[config.mk]
export PLATFORM = sky130hd
export DESIGN_NAME = mem_arbiter
export DESIGN_NICKNAME = d
export VERILOG_FILES = /design/src/rtl/mem_arbiter.sv
export SDC_FILE = /design/constraint.sdc
export NUM_CORES = 1
export LEC_CHECK = 0
export CAP_MARGIN = 25
export CORE_AREA = 4 4 59 61
export DETAILED_ROUTE_END_ITERATION = 7
export DIE_AREA = 0 0 63 65
export DONT_BUFFER_PORTS = 1
export GPL_TIMING_DRIVEN = 0
export HOLD_SLACK_MARGIN = 0.15
export SETUP_SLACK_MARGIN = 0.4
export SKIP_LAST_GASP = 1
export SYNTH_ARGS = -nofsm -noshare
export SYNTH_HDL_FRONTEND = slang
export SYNTH_SLANG_ARGS = --single-unit
[constraint.sdc]
create_clock -name clk -period 2.65 [get_ports clk]
set_input_delay 0.265 -clock clk [delete_from_list [all_inputs] [get_ports clk]]
set_output_delay 0.265 -clock clk [all_outputs]
set_load 0.01 [all_outputs]
[src/rtl/mem_arbiter.sv]
// Two-requester arbiter sharing one physical memory port between the LC-3b
// instruction and data sides; round-robin on ties, grant held until pmem_resp.
module mem_arbiter #(
  parameter int ADDR_W = 16,
  parameter int DATA_W = 16,
  parameter int MASK_W = 2
) (
  input  logic              clk,
  input  logic              rst,
  input  logic              i_mem_read,
  input  logic              i_mem_write,
  input  logic [MASK_W-1:0] i_mem_byte_enable,
  input  logic [ADDR_W-1:0] i_mem_address,
  input  logic [DATA_W-1:0] i_mem_wdata,
  output logic              i_mem_resp,
  output logic [DATA_W-1:0] i_mem_rdata,
  input  logic              d_mem_read,
  input  logic              d_mem_write,
  input  logic [MASK_W-1:0] d_mem_byte_enable,
  input  logic [ADDR_W-1:0] d_mem_address,
  input  logic [DATA_W-1:0] d_mem_wdata,
  output logic              d_mem_resp,
  output logic [DATA_W-1:0] d_mem_rdata,
  output logic              pmem_read,
  output logic              pmem_write,
  output logic [MASK_W-1:0] pmem_byte_enable,
  output logic [ADDR_W-1:0] pmem_address,
  output logic [DATA_W-1:0] pmem_wdata,
  input  logic              pmem_resp,
  input  logic [DATA_W-1:0] pmem_rdata
);

  localparam logic [1:0] IDLE    = 2'd0;
  localparam logic [1:0] GRANT_I = 2'd1;
  localparam logic [1:0] GRANT_D = 2'd2;

  logic [1:0] state, next_state;
  logic       last_grant, next_last_grant;
  logic       i_pending, d_pending;

  assign i_pending = i_mem_read | i_mem_write;
  assign d_pending = d_mem_read | d_mem_write;

  always_ff @(posedge clk) begin
    if (rst) begin
      state      <= IDLE;
      last_grant <= 1'b1;
    end else begin
      state      <= next_state;
      last_grant <= next_last_grant;
    end
  end

  // last_grant only moves on a completed transaction; an abort leaves the tie-break alone.
  always_comb begin
    next_state      = state;
    next_last_grant = last_grant;
    case (state)
      IDLE: begin
        if (i_pending && d_pending)
          next_state = last_grant ? GRANT_I : GRANT_D;
        else if (i_pending)
          next_state = GRANT_I;
        else if (d_pending)
          next_state = GRANT_D;
      end
      GRANT_I: begin
        if (pmem_resp) begin
          next_state      = IDLE;
          next_last_grant = 1'b0;
        end else if (!i_pending) begin
          next_state = IDLE;
        end
      end
      GRANT_D: begin
        if (pmem_resp) begin
          next_state      = IDLE;
          next_last_grant = 1'b1;
        end else if (!d_pending) begin
          next_state = IDLE;
        end
      end
      default: next_state = IDLE;
    endcase
  end

  // Write takes priority when a requester raises read and write together.
  always_comb begin
    pmem_read        = 1'b0;
    pmem_write       = 1'b0;
    pmem_byte_enable = '0;
    pmem_address     = '0;
    pmem_wdata       = '0;
    i_mem_resp       = 1'b0;
    i_mem_rdata      = '0;
    d_mem_resp       = 1'b0;
    d_mem_rdata      = '0;
    case (state)
      GRANT_I: begin
        pmem_write       = i_mem_write;
        pmem_read        = i_mem_read & ~i_mem_write;
        pmem_byte_enable = i_mem_byte_enable;
        pmem_address     = i_mem_address;
        pmem_wdata       = i_mem_wdata;
        i_mem_resp       = pmem_resp;
        i_mem_rdata      = pmem_resp ? pmem_rdata : '0;
      end
      GRANT_D: begin
        pmem_write       = d_mem_write;
        pmem_read        = d_mem_read & ~d_mem_write;
        pmem_byte_enable = d_mem_byte_enable;
        pmem_address     = d_mem_address;
        pmem_wdata       = d_mem_wdata;
        d_mem_resp       = pmem_resp;
        d_mem_rdata      = pmem_resp ? pmem_rdata : '0;
      end
      default: ;
    endcase
  end

endmodule

Yosys cells after proc, flatten, opt, wreduce, memory -nomap -nowiden
Index checks and enable logic that the tools add are counted.
{"block": "word_totals", "input_bits": 91, "regBits": 3, "out_inout_bits": 70, "word_cells": 42}
{"block": "op_classes", "n_mux": 22, "n_bitwise": 6, "n_reduce_logical": 5, "eq_ne": 7}
{"cell": "$pmux W16 S2", "n": 2}
{"cell": "$mux W16", "n": 3}
{"cell": "$mux W2", "n": 8}
{"cell": "$ne A3 B3 Y1 const B", "n": 2}
{"cell": "$pmux W1 S2", "n": 3}
{"cell": "$pmux W2 S3", "n": 1}
{"cell": "$reduce_and A3 Y1", "n": 2}
{"cell": "$mux W1", "n": 4}
{"cell": "$ne A2 B2 Y1 const B", "n": 2}
{"cell": "$ne A4 B4 Y1 const B", "n": 1}
{"cell": "$pmux W2 S2", "n": 1}
{"cell": "$and A1 B1 Y1", "n": 2}
{"cell": "$eq A2 B1 Y1 const B", "n": 1}
{"cell": "$eq A2 B2 Y1 const B", "n": 1}
{"cell": "$logic_not A2 Y1", "n": 1}
{"cell": "$not A1 Y1", "n": 2}
{"cell": "$or A1 B1 Y1", "n": 2}
{"cell": "$reduce_bool A2 Y1", "n": 1}
{"cell": "$logic_and A1 B1 Y1", "n": 1}

Longest topological paths before layout
{"block": "logic_depth", "ltp_word": 5, "ltp_mapped": 7, "ltp_nobuf": 5}

Worst setup path after synthesis
Ideal clock, no wire load.
{"block": "synth_timing", "kind": "flip-flop to output port", "from": "register state[0]", "to": "output port pmem_address[10]", "stages_incl_launch_ff": 7, "n_path_buf": 2, "slack_ns": 1.156, "arrival_ns": 1.229, "t_required_ns": 2.385, "path_cell_list": "dfxtp_1 inv_1 ha_1 buf_6 clkbuf_1 a22oi_1 nor2b_1"}
{"block": "synth_between", "elab_chain_cells": 2, "elab_cells_between_ends": 3, "cone_classes": "eq/ne: 2; mux: 1"}
{"element": "start: declaration", "line_no": "37", "rtl": "logic [1:0] state, next_state;"}
{"element": "start signal: assignment", "line_no": "49", "rtl": "state <= next_state;"}
{"element": "$eq A2 B2 Y1 or $eq A2 B1 Y1 (tied branches)", "line_no": "98", "rtl": "case (state)"}
{"element": "$pmux W16 S2 *", "line_no": "98"}
{"element": "end: declaration", "line_no": "27", "rtl": "output logic [ADDR_W-1:0] pmem_address,"}
Mark *: on every way between the ends. The rest lies on a longest branch, timed or not.

Final worst setup path
{"block": "layout_timing", "from": "register state[1]", "to": "output port pmem_address[5]"}
Same word-level chain as after synthesis.

==> impl_metrics.py <==
metrics = {
    "status": {
        "status": "completed",
    },
    "layout": {
        "multi_input_area_um2": 846,
        "final_nets": 249,
        "fill_cells": 334,
        "regArea_um2": 60.1,
        "drive_above_1_share": 0.0584,
        "area_delta_synth_final_pct": 7.74,
        "antenna_cells": 0,
    },
    "floorplan": {
        "initial_core_util": 0.337,
        "ios": 161,
        "dieWidth_um": 63,
        "die_area_um2": 4100,
        "die_h_um": 65,
        "placementRows": 20,
        "core_um2": 2980,
    },
    "detailed_routing": {
        "vias": 1219,
        "drt_pass1_iterations": 5,
        "ant_nets": 0,
        "wire_per_inst_um": 21.9,
        "drt_iter0_markers": 66,
        "viasPerCell": 6.52,
        "drc": 0,
        "wirelength_mm": 4.10,
    },
    "synth": {
        "synthArstFlopShare": 0,
        "yosysTopAreaCell": "a22oi_1",
        "synth_area_leaders": "a22oi_1 26%, nor2b_1 22%, and3_1 20%",
        "syn_area_um2": 1000,
        "ys_ff_latch": 3,
        "yosysSeqAreaShare": 0.0599,
        "syn-instance-count": 149,
        "synth_warnings": 0,
        "synth.top_cell.area_share": 0.262,
        "dominantRegCellSynth": "dfxtp_1",
        "avgSynthCellArea_um2": 6.73,
        "synth_enable_flop_cells": 0,
        "synth_cell_types": 21,
        "yosys-top-cells-count": "35 x a22oi_1, 35 x nor2b_1, 32 x and3_1, 13 x clkbuf_1, 4 x buf_2",
        "synth_fp_nets": 243,
    },
    "sta": {
        "setup_ws_ns": 0.639,
        "period_share": 0.759,
        "finalSetupViolCount": 0,
        "fin_crit_ns": 2.01,
        "hold_slack_ns": 0.221,
        "worst_pin_slew_ns": 0.414,
        "setup_tns_ns": 0,
        "maxSlewViolCount": 0,
        "slew_headroom": 0.724,
        "fin_skew_ns": 0.000432,
        "hold_viol": 0,
        "rsz0062_at_grt": "false",
        "timing.fmax_mhz": 497,
    },
    "clocking": {
        "clockBufferDepth": 2,
        "cts.sinks": 3,
        "htreeDepth": 1,
        "cts_inserted_buffers": 3,
        "cts_tree": "built",
        "cts_root_buf": "clkbuf_4",
        "clkTransAtPathRegs_ns": 0.04,
        "postCtsSetupBuffers": 0,
        "post_cts_resize_count": 0,
        "clock_latency_ns": 0.23,
    },
    "placement": {
        "dp.final_hpwl_mm": 3.50,
        "place_congestion": 0.832,
        "pre_cts_slack_ns": 0.866,
        "port_buffers": 0,
    },
    "power": {
        "switching_share": 0.487,
        "seqPwrFrac": 0.117,
        "power.switching_uw": 233,
        "cellPowerDensity_nw_per_um2": 442,
        "ir_drop_uv": 266,
        "intPower_uw": 245,
        "p_clk_frac": 0.165,
        "leakagePower_uw": 0.000442,
        "combPwrFrac": 0.718,
    },
    "setup_path": {
        "crit_chain": "inv_1, ha_1, buf_2, clkbuf_1, a22oi_1, nor2b_1",
        "end_kind": "output port",
        "worst_ep_required_time_ns": 2.38,
        "crit_slowest_cell": "clkbuf_1",
        "crit_fanout": 10,
        "startpoint_type": "flop",
        "critical_path_class": "flop to output port",
        "cp.arrival_ns": 1.75,
        "max_stage_delay_ns": 0.35,
    },
    "min_path": {
        "hold_class": "input pin to flop",
    },
    "global_route": {
        "antenna_found_initial": 0,
        "groute.usage.overall": 0.168,
        "grt_pass1_vias": 1030,
        "grt_pass1_wl_mm": 5.63,
        "grt_max_degree": 11,
        "overflow": 0,
    },
    "flow_run": {
        "maxCapViolCount": 0,
    },
}
-- layer usage --
metal / GRT usage / wire, um
met5: 0 / 0
met4: 0.0303 / 19
met3: 0.0364 / 315
met2: 0.283 / 2170
met1: 0.220 / 1600
-- worst paths after layout --
kind	start	to	slack, ns	cells past startpoint
worst min register to register	last_grant	last_grant	0.46	1
worst min-delay path	rst	state[0]	0.22	2
worst max-delay path	state[1]	pmem_address[5]	0.64	6
worst max register to register	state[1]	last_grant	1.15	6
-- repair_timing --
action | CTS | global route
setup endpoints to repair | 0 | 0
hold buffers | 1 | 0
endpoints found under the hold margin | 1 | 0
-- power by group through the flow --
stage / Sequential, uW / Clock [uW] / Combinational (uW)
2_1_floorplan: 55.7 / 0 / 281
3_3_place_gp: 56.3 / 0 / 327
3_5_place_dp: 56.6 / 0 / 343
4_1_cts: 55.9 / 82.8 / 346
5_1_grt: 56.9 / 89.8 / 384
6_report: 55.9 / 78.7 / 343
-- layout make-up --
type / instances / area share
Timing Repair Buffer: 1 / 0.00927
Clock buffer: 4 / 0.0243
Inverter: 3 / 0.0104
Sequential cell: 3 / 0.0556
Tap cell: 33 / 0.0382
Buffer: 19 / 0.0788
Multi-Input combinational cell: 124 / 0.783
-- cell usage in the layout, fill, tap and decap left out --
cell type | netlist | layout
clkbuf_1 | 13 | 14
nand2b_1 | 2 | 2
buf_2 | 4 | 4
nor2b_1 | 35 | 35
nor2_1 | 2 | 2
buf_6 | 1 | 1
dfxtp_1 | 3 | 3
clkbuf_2 | 1 | 1
mux2i_1 | 2 | 2
or3b_1 | 1 | 1
ha_1 | 3 | 3
o22ai_1 | 2 | 2
inv_1 | 3 | 3
a22oi_1 | 35 | 35
a211o_1 | 1 | 1
dlygate4sd3_1 | 0 | 1
nand2_1 | 3 | 3
nor3b_1 | 2 | 2
clkbuf_4 | 0 | 3
a311o_1 | 1 | 1
and3_1 | 32 | 32
and2_1 | 2 | 2
nand3b_1 | 1 | 1
-- per-stage QoR --
step	cell area (um2)	utilization	std cells	power [uW]
after floorplan	1000	-	149	336
after global placement	1040	0.350	182	383
after detailed placement	1040	0.350	182	400
after CTS	1080	0.363	187	484
after global routing	1080	0.363	187	531
final	1080	0.363	187	478
-- flip-flops by register name (all words and copies together), names as in the netlist --
name / flops
last_grant: 1
state: 2
-- cell families (layout without fill, tap and decap cells) --
kind of cell / after synthesis / after routing / synth area share
AND/OR/NAND/NOR: 80 / 80 / 0.493
AO/OA/AOI/OAI: 39 / 39 / 0.293
buffers and inverters: 22 / 27 / 0.0961
adder cells (fa/ha/maj): 3 / 3 / 0.0375
flip-flops: 3 / 3 / 0.0599
multiplexers: 2 / 2 / 0.0200
-- critical path: cells and delay by family, from the launching register on --
kind                       cells  cell delay (ns)
AOI/OAI and AO/OA              1             0.15
adders and majority gates      1             0.14
buffers and inverters          3             0.64
DFF                            1             0.31
and+or+nand+nor                1             0.28
(Power assumes the default switching activity.)
